## src/rtl/ldm_stm_addr_seq.sv

```systemverilog
// Load/store address sequencer: walks single or LDM/STM block transfers over a req/ack memory port.
// Build option ADDR_SEQ_ALIGN_CHECK_EN: block commands with a misaligned base fault instead of issuing.
//
// state  | meaning
// S_IDLE | waiting for start_in; command inputs are sampled only here
// S_XFER | presenting the current transfer, advancing on mem_ack_in
// S_DONE | one-cycle completion: done, base writeback or alignment fault
module ldm_stm_addr_seq #(
  parameter int ADDR_W     = 32,
  parameter int NREGS      = 16,
  parameter int IDX_W      = 4,
  parameter int WORD_BYTES = 4
) (
  input  logic              clk_in,
  input  logic              reset_n_in,
  input  logic              start_in,
  input  logic              multiple_in,
  input  logic              pre_in,
  input  logic              up_in,
  input  logic              wb_in,
  input  logic [ADDR_W-1:0] base_addr_in,
  input  logic [ADDR_W-1:0] offset_in,
  input  logic [NREGS-1:0]  reg_list_in,
  input  logic              abort_in,
  input  logic              mem_ack_in,
  output logic              mem_req_out,
  output logic [ADDR_W-1:0] addr_to_mem_out,
  output logic [IDX_W-1:0]  reg_idx_out,
  output logic              last_out,
  output logic              busy_out,
  output logic              wb_en_out,
  output logic [ADDR_W-1:0] wb_data_out,
  output logic              done_out,
  output logic              fault_out
);

  localparam int CNT_W = $clog2(NREGS + 1);

  typedef enum logic [1:0] {
    S_IDLE = 2'd0,
    S_XFER = 2'd1,
    S_DONE = 2'd2
  } state_t;

  state_t            state_q, state_d;
  logic [NREGS-1:0]  list_q, list_d;
  logic [ADDR_W-1:0] addr_q, addr_d;
  logic [ADDR_W-1:0] wb_val_q, wb_val_d;
  logic [ADDR_W-1:0] wb_data_q, wb_data_d;
  logic              multiple_q, multiple_d;
  logic              wb_q, wb_d;
  logic              fault_q, fault_d;

  logic [CNT_W-1:0]  pop_cnt;
  logic [ADDR_W-1:0] step;
  logic [ADDR_W-1:0] span;
  logic [ADDR_W-1:0] sum_single;
  logic [ADDR_W-1:0] blk_lo;
  logic [ADDR_W-1:0] blk_wb;
  logic [IDX_W-1:0]  cur_idx;
  logic [NREGS-1:0]  list_rest;
  logic              xfer_last;
  logic              align_fault;

  assign step = ADDR_W'(WORD_BYTES);

  always_comb begin
    pop_cnt = '0;
    for (int i = 0; i < NREGS; i++) begin
      pop_cnt = pop_cnt + CNT_W'(reg_list_in[i]);
    end
  end

  // Block transfers always run at ascending addresses, so only the lowest address matters.
  always_comb begin
    span       = ADDR_W'(pop_cnt) * step;
    sum_single = up_in ? (base_addr_in + offset_in) : (base_addr_in - offset_in);
    if (up_in) begin
      blk_lo = pre_in ? (base_addr_in + step) : base_addr_in;
      blk_wb = base_addr_in + span;
    end else begin
      blk_lo = pre_in ? (base_addr_in - span) : (base_addr_in - span + step);
      blk_wb = base_addr_in - span;
    end
  end

`ifdef ADDR_SEQ_ALIGN_CHECK_EN
  assign align_fault = multiple_in & (base_addr_in[1:0] != 2'b00);
`else
  assign align_fault = 1'b0;
`endif

  always_comb begin
    cur_idx = '0;
    for (int i = NREGS - 1; i >= 0; i--) begin
      if (list_q[i]) cur_idx = IDX_W'(i);
    end
  end

  assign list_rest = list_q & (list_q - NREGS'(1));
  assign xfer_last = !multiple_q || (list_rest == '0);

  always_ff @(posedge clk_in or negedge reset_n_in) begin
    if (!reset_n_in) begin
      state_q    <= S_IDLE;
      list_q     <= '0;
      addr_q     <= '0;
      wb_val_q   <= '0;
      wb_data_q  <= '0;
      multiple_q <= 1'b0;
      wb_q       <= 1'b0;
      fault_q    <= 1'b0;
    end else begin
      state_q    <= state_d;
      list_q     <= list_d;
      addr_q     <= addr_d;
      wb_val_q   <= wb_val_d;
      wb_data_q  <= wb_data_d;
      multiple_q <= multiple_d;
      wb_q       <= wb_d;
      fault_q    <= fault_d;
    end
  end

  always_comb begin
    state_d    = state_q;
    list_d     = list_q;
    addr_d     = addr_q;
    wb_val_d   = wb_val_q;
    wb_data_d  = wb_data_q;
    multiple_d = multiple_q;
    wb_d       = wb_q;
    fault_d    = fault_q;
    case (state_q)
      S_IDLE: begin
        if (start_in) begin
          multiple_d = multiple_in;
          wb_d       = wb_in;
          fault_d    = align_fault;
          if (multiple_in) begin
            list_d   = align_fault ? '0 : reg_list_in;
            addr_d   = blk_lo;
            wb_val_d = blk_wb;
          end else begin
            list_d   = '0;
            addr_d   = pre_in ? sum_single : base_addr_in;
            wb_val_d = sum_single;
          end
          if (align_fault) begin
            state_d = S_DONE;
          end else if (multiple_in && (reg_list_in == '0)) begin
            state_d   = S_DONE;
            wb_data_d = blk_wb;
          end else begin
            state_d = S_XFER;
          end
        end
      end
      S_XFER: begin
        if (abort_in) begin
          state_d = S_IDLE;
        end else if (mem_ack_in) begin
          if (multiple_q) list_d = list_rest;
          if (xfer_last) begin
            state_d   = S_DONE;
            wb_data_d = wb_val_q;
          end else begin
            addr_d = addr_q + step;
          end
        end
      end
      S_DONE: begin
        state_d = S_IDLE;
      end
      default: begin
        state_d = S_IDLE;
      end
    endcase
  end

  // An abort arriving in S_DONE suppresses that cycle's completion strobes.
  always_comb begin
    mem_req_out     = (state_q == S_XFER);
    addr_to_mem_out = (state_q == S_XFER) ? addr_q : '0;
    reg_idx_out     = ((state_q == S_XFER) && multiple_q) ? cur_idx : '0;
    last_out        = (state_q == S_XFER) && xfer_last;
    busy_out        = (state_q != S_IDLE);
    done_out        = (state_q == S_DONE) && !abort_in;
    wb_en_out       = (state_q == S_DONE) && wb_q && !fault_q && !abort_in;
    fault_out       = (state_q == S_DONE) && fault_q && !abort_in;
    wb_data_out     = wb_data_q;
  end

endmodule

```

## config.mk

```make
export PLATFORM = sky130hd
export DESIGN_NAME = ldm_stm_addr_seq
export DESIGN_NICKNAME = d
export VERILOG_FILES = /design/src/rtl/ldm_stm_addr_seq.sv
export SDC_FILE = /design/constraint.sdc
export NUM_CORES = 1
export LEC_CHECK = 0
export CAP_MARGIN = 10
export CORE_AREA = 10 10 180 182
export DETAILED_ROUTE_END_ITERATION = 10
export DIE_AREA = 0 0 190 192
export DONT_BUFFER_PORTS = 1
export MAX_ROUTING_LAYER = met4
export PLACE_DENSITY = 0.69
export REMOVE_ABC_BUFFERS = 1
export SYNTH_ARGS = -nofsm -noshare
export SYNTH_HDL_FRONTEND = slang
export SYNTH_SLANG_ARGS = --single-unit
export TNS_END_PERCENT = 1
```

## constraint.sdc

```tcl
create_clock -name clk_in -period 2.8 [get_ports clk_in]
set_input_delay 0.14 -clock clk_in [delete_from_list [all_inputs] [get_ports clk_in]]
set_output_delay 0.14 -clock clk_in [all_outputs]
set_load 0.02 [all_outputs]
```

==> results of run 1 <==
## worst min path at each step
stage / from / end / slack, ns
floorplan: reset_n_in / addr_q[0] / -0.16
global placement: reset_n_in / list_q[14] / -0.15
detailed placement: reset_n_in / list_q[13] / -0.15
CTS: multiple_in / wb_val_q[23] / -0.14
global route: pre_in / addr_q[19] / -0.05
finish: pre_in / addr_q[19] / -0.06
## registers in the layout (all words and copies together) (netlist names)
register	flops
wb_data_out	32
wb_q	1
multiple_q	1
state_q	2
addr_q	32
wb_val_q	32
list_q	16
## synth_stat cells (all sizes together), types with 20 or more instances
cell    number
a21oi      138
a31oi       25
and2        43
buf         21
clkbuf      90
dfrtp      116
ha          52
inv         73
mux2i       50
nand2      192
nand2b      20
nand3       55
nand4       26
nor2       167
nor3        63
nor4        33
o211ai      22
o21ai      156
xnor2       74
xor2        61
## power by group through the flow
stage	sequential (mW)	combinational [mW]	clock (mW)
floorplan	3.29	5.49	0
global placement	3.25	9.80	0
detailed placement	3.28	9.95	0
CTS	3.26	11.0	2.25
global route	3.36	12.5	2.32
finish	3.26	11.5	2.23
## logic make-up after synthesis
group / share of synthesized area
simple gates: 0.2669
compound gates: 0.2390
other cells: 0.0002922
fa+ha+maj: 0.07176
mux: 0.04690
buf+inv: 0.05626
flops: 0.2262
xor+xnor: 0.09273
## what timing repair did
item	in CTS	in global routing
resized for setup	112	75
endpoints found under the setup margin	92	94
endpoints found under the hold margin	171	27
hold buffers	28	1
setup buffers	8	0
pin swaps	33	20
## layer usage
layer / up-vias / share of wire / wire length [um] / global-route usage
met5: - / 0 / 0 / -
met2: 669 / 0.45 / 24640 / 0.4619
met3: 103 / 0.086 / 4678 / 0.05586
met1: 7075 / 0.43 / 23380 / 0.3874
met4: 0 / 0.029 / 1583 / 0.09921
li1: 6980 / - / - / -
## stage by stage
stage | hold WS, ns | TNS (ns) | cell area, sq um
6_report | -0.06307 | -181.50 | 17610
5_1_grt | -0.05158 | -197.81 | 17610
4_1_cts | -0.1351 | -185.45 | 17280
3_5_place_dp | -0.1517 | -246.34 | 15880
3_3_place_gp | -0.1516 | -243.01 | 15880
2_1_floorplan | -0.1556 | -316.38 | 12390
## layout make-up
cell class	count	area, sq um	area share
tap	384	480.5	0.02729
clock inverter	13	125.1	0.007106
sequential	116	2903	0.1649
clock buffer	19	452.9	0.02572
inverter	74	281.5	0.01599
timing repair buffer	431	3422	0.1944
multi-input combinational	1451	9942	0.5647
## worst max-delay path: stages
cell	delay, ns
inv_1	0.04
fa_1	0.50
fa_1	0.55
fa_2	0.48
fa_1	0.52
inv_2	0.05
ha_4	0.16
fa_2	0.39
xor2_2	0.16
buf_4	0.15
ha_4	0.30
nor2_2	0.07
o311a_4	0.38
buf_6	0.14
a311oi_2	0.19
a211o_1	0.16
or4b_4	0.49
or4_4	0.45
or4_4	0.54
xnor2_2	0.15
o221ai_2	0.17
o21ai_2	0.06
==> impl_results.md, run 1 <==
* Outcome: finished, violations left
* Failing checks: negative hold slack, negative setup slack
* Worst IR Drop VDD at 0.7505 mV
* PortBufs at 0
* CP Launch Type: input port
* Arr. time, crit path at 6.25 ns
* PnR worst setup slack at -3.096 ns
* H-tree depth at 4
* Die area at 36480 sq um
* Overall Power at 16.96 mW
* Core Area at 28630 sq um
* GR Util All Layers at 0.2993
* #FFs+latches synth at 116
* Commonest non-fill, non-tap cell in the layout: buf_4
* Min Hold Slack at -0.06307 ns
* TritonCTS clock tree: done
* Final Cycle Share at 2.106
* Wire per inst at 21.82 um
* Reg2reg start: addr_q[13]
* Yosys warns at 0
* Clock latency on the worst-skew pair at 0.46 ns
* Power Dens Cells at 963.3 nW/um^2
* DR vias/cell at 5.959
* CP startpoint: reg_list_in[15]
* Clock skew at 0.01146 ns
* Pin count of the biggest net entering global routing at 117
* Clock Path Buffers at 2
* Slew headroom at 0.4000
* Post-synth EDFFs at 0
* Commonest register cell after synthesis: dfrtp_1
* Final core occ at 0.6151
* Worst-path clk slew at 0.07 ns
* Synth-to-Final Area Change at 37.21%
* Final setup viols at 89
* Initial antenna violation count at 0
* Worst-Margin Slew at 0.9000 ns
* DP Cell Count at 2419
* Avg Inst Size Synth at 7.324 sq um
* Total DRC errors in the routed layout at 0
* Syn Inst Count at 1752
* Total CTS buffers at 17
* Max Cap Viol at 0
* P_sw at 8.084 mW
* Cell taking the most area after synthesis: dfrtp_1
* Layout Cells excl Fill at 2488
* CP max FO at 6
* 1st-pass router iterations at 5
* FILL cells at 2565
* RSZ-0062 raised after global routing: true
* Sw Share at 0.4767
* Fin nets at 2245
* Share of total power in the clock network at 0.132
* Final WL at 54280 um
* Seq/Total Area, Yosys at 0.2262
* Reg-to-reg critical path endpoint: addr_q[31]
* Post-route ant nets at 0
* Max Slew Vio Count at 0
* R2R Setup Slk at -0.60 ns
* Max Freq at 169.6 MHz
* Synth top area share at 0.2262
* Area contributors post-synth: dfrtp_1 (23%), o21ai_0 (6.0%), nand2_1 (5.6%)
* Routability Congestion at 0.9989
* Cell Area, Synth at 12830 sq um
* Worst r2r path cells at 9
* Starting density of the core at 0.4483
* Worst Setup Path Type: input port to flop
* Hold Violations, Final at 7
* Combinational power share at 0.676
* P_int at 8.876 mW
* Via count at 14827
* Crit path required time at 3.15 ns
* Hold depth at 2
* Post-layout min period at 5.896 ns
* Grt total ovfl at 0
* DP HPWL at 40500 um
* Most frequent cells in the layout: buf_4 (388), nand2_1 (187), nor2_1 (163), a21oi_1 (125), dfrtp_1 (116)
* Rows at 62
* Pre-CTS setup slack at -3.764 ns
* Ant diodes at 0
* Root buffer cell: clkbuf_16
* Hold Path Class: input port to flop
* Vias in the first global route at 14492
* Critical Path Sink: addr_q[26]
* Yosys cell types at 84
* 1st-iter DRT viols at 1274
* Layout cell share with drive strength beyond 1 at 0.2776
* Clk sinks at 116
* Pleak at 7.747 nW
* Ports at 163
* Async SR Flop Fraction at 1.000
* Crit. End Element: flop
* Reg power frac at 0.192
* Die X at 190 um
* Die height at 192 um
* First-pass GRT wire length at 83590 um
Note: power is estimated with default switching activity, not from simulation.
==> inputs of run 2 (changes only) <==
--- a/config.mk
+++ b/config.mk
@@ -13,6 +13,7 @@
 export MAX_ROUTING_LAYER = met4
 export PLACE_DENSITY = 0.69
 export REMOVE_ABC_BUFFERS = 1
+export SKIP_LAST_GASP = 1
 export SYNTH_ARGS = -nofsm -noshare
 export SYNTH_HDL_FRONTEND = slang
 export SYNTH_SLANG_ARGS = --single-unit
==> run 2 against run 1 <==
The run still ends with negative hold slack, negative setup slack left. Clock skew increased by 0.0017 ns. Fmax decreased by 0.63%. Worst setup slack got worse by 0.037 ns. Critical path depth decreased by 1. Die area unchanged. Sequential power about the same. Total power decreased by 4.0%. First-iteration DRC count increased by 8.6%. Worst hold slack improved by 0.062 ns. Via count decreased by 0.24%. Global-route usage decreased by 0.14 points.
==> impl_results.md, run 2 (same netlist as run 1, synthesis figures left out) <==
* Routing usage on met2 at 0.4515
* Ports at 163
* RSZ-0062 raised after global routing: true
* Post-route ant nets at 0
* Wire per inst at 21.66 um
* Worst-path clk slew at 0.06 ns
* H-tree depth at 4
* Placed inst area at 15880 sq um
* Final setup viols at 92
* Crit path buffers/inverters at 4
* Initial antenna violation count at 0
* PnR worst setup slack at -3.133 ns
* DP HPWL at 40500 um
* Commonest non-fill, non-tap cell in the layout: buf_4
* Pin count of the biggest net entering global routing at 117
* Hold Violations, Final at 1
* Final WL at 53920 um
* Via count at 14792
* Clock latency on the worst-skew pair at 0.46 ns
* Die area at 36480 sq um
* Final Cell Area at 17040 sq um
* CP Launch Type: input port
* Max Freq at 168.5 MHz
* DR vias/cell at 5.943
* Pleak at 7.601 nW
* Outcome: finished, violations left
* Root buffer cell: clkbuf_16
* Rows at 62
* Slew headroom at 0.4425
* FILL cells at 2639
* Power Dens Cells at 955.6 nW/um^2
* TritonCTS clock tree: done
* Post-layout min period at 5.933 ns
* Grt met3 use at 0.06039
* Worst Setup Path Type: input port to flop
* 1st-pass router iterations at 6
* Max stage delay cell, worst path: fa_1
* Post-Route Setup TNS at -202.35 ns
* Worst path cell trace: inv_1 > fa_1 > fa_1 > fa_2 > fa_1 > inv_1 > ha_2 > fa_2 > xor2_2 > buf_4 > ha_4 > inv_1 > a21oi_2 > xnor2_2 > or4_4 > or4b_4 > or4_4 > or4_4 > xnor2_2 > o221ai_2 > o21ai_2
* Failing checks: negative hold slack, negative setup slack
* Clock skew at 0.01318 ns
* Total CTS buffers at 17
* Layout cell share with drive strength beyond 1 at 0.2413
* Max Slew Vio Count at 0
* Clk sinks at 116
* Delay-heaviest family, CP: adder cells
* Hold Path Class: input port to flop
* Fin nets at 2246
* GR Util All Layers at 0.2979
* Clock Path Buffers at 2
* CP max FO at 6
* Most frequent cells in the layout: buf_4 (398), nand2_1 (190), nor2_1 (164), o21ai_0 (153), a21oi_1 (135)
* Arr. time, crit path at 6.28 ns
* Routability Congestion at 0.9989
* Starting density of the core at 0.4483
* Die X at 190 um
* Pre-CTS setup slack at -3.764 ns
* GRT Max-Usage Layer: met2
* Worst IR Drop VDD at 0.6458 mV
* Critical Path Max Stage Delay at 0.57 ns
* First-pass GRT wire length at 82830 um
* Grt total ovfl at 0
* Worst-Margin Slew at 0.8363 ns
* Final Cycle Share at 2.119
* Synth-to-Final Area Change at 32.78%
* Total DRC errors in the routed layout at 0
* Core Area at 28630 sq um
* Min Hold Slack at -0.0007812 ns
* Met1 Track Usage GR at 0.3844
* Vias in the first global route at 14392
* Final core occ at 0.5952
* Max Cap Viol at 0
* Die height at 192 um
* Ant diodes at 0
* Crit. End Element: flop
* PortBufs at 0
* Crit path required time at 3.15 ns
* 1st-iter DRT viols at 1384
run 2: cell count changes in the layout (fill, tap and decap cells not counted), moves of 5 or more:
cell / delta
nor4_1: +8
buf_4: +10
a21oi_2: -8
buf_6: -10
o21ai_1: -39
inv_2: -5
inv_1: +5
xnor2_1: +6
xnor2_2: -5
nor4_4: -6
nor3_1: +7
a21oi_1: +10
o21ai_0: +41
run 2: power by group:
group	internal, mW	switching (mW)
sequential	2.49	0.768
clock	1.28	0.948
combinational	4.82	5.98
total	8.58	7.70
run 2: timing repair:
item / 4_1_cts / 5_1_grt
pin swaps: 9 / 8
hold buffers: 29 / 1
setup endpoints to repair: 92 / 95
gates cloned: 0 / 0
endpoints found under the hold margin: 171 / 24
gates resized for setup: 18 / 22
buffers inserted: 8 / 0
run 2: layer usage:
metal / wire (um) / vias up
met4: 1937 / 0
li1: - / 6979
met3: 4614 / 115
met2: 24100 / 648
met1: 23270 / 7050
met5: 0 / -
run 2: metrics by stage:
stage | std cells | total power [mW]
after floorplan | 1641 | 8.788
after global placement | 2419 | 13.06
after detailed placement | 2419 | 13.23
after CTS | 2488 | 15.99
after global routing | 2489 | 17.44
final | 2489 | 16.28
run 2: layout make-up:
type / instances / area [sq um] / area share
tap: 384 / 480.5 / 0.02820
sequential: 116 / 2903 / 0.1704
clock inverter: 13 / 125.1 / 0.007343
inverter: 74 / 277.8 / 0.01630
clock buffer: 19 / 452.9 / 0.02658
timing repair buffer: 432 / 3387 / 0.1988
multi-input combinational: 1451 / 9413 / 0.5524
run 2: worst paths after layout:
path / startpoint / to / slack, ns / depth (start not counted)
max reg2reg: addr_q[13] / addr_q[31] / -0.63 / 9
max: reg_list_in[3] / addr_q[26] / -3.13 / 21
min: multiple_in / wb_val_q[24] / -0.0008 / 2
min reg2reg: addr_q[1] / addr_q[1] / 0.47 / 2
max in group asynchronous: reset_n_in / wb_data_out[29] / 2.00 / 2
min in group asynchronous: reset_n_in / list_q[14] / 0.28 / 2
run 2: worst register-to-register path, delay by kind of cell (launching register included):
kind            cells  cell delay (ns)
simple gates        6             2.22
compound gates      3             0.80
flops               1             0.34
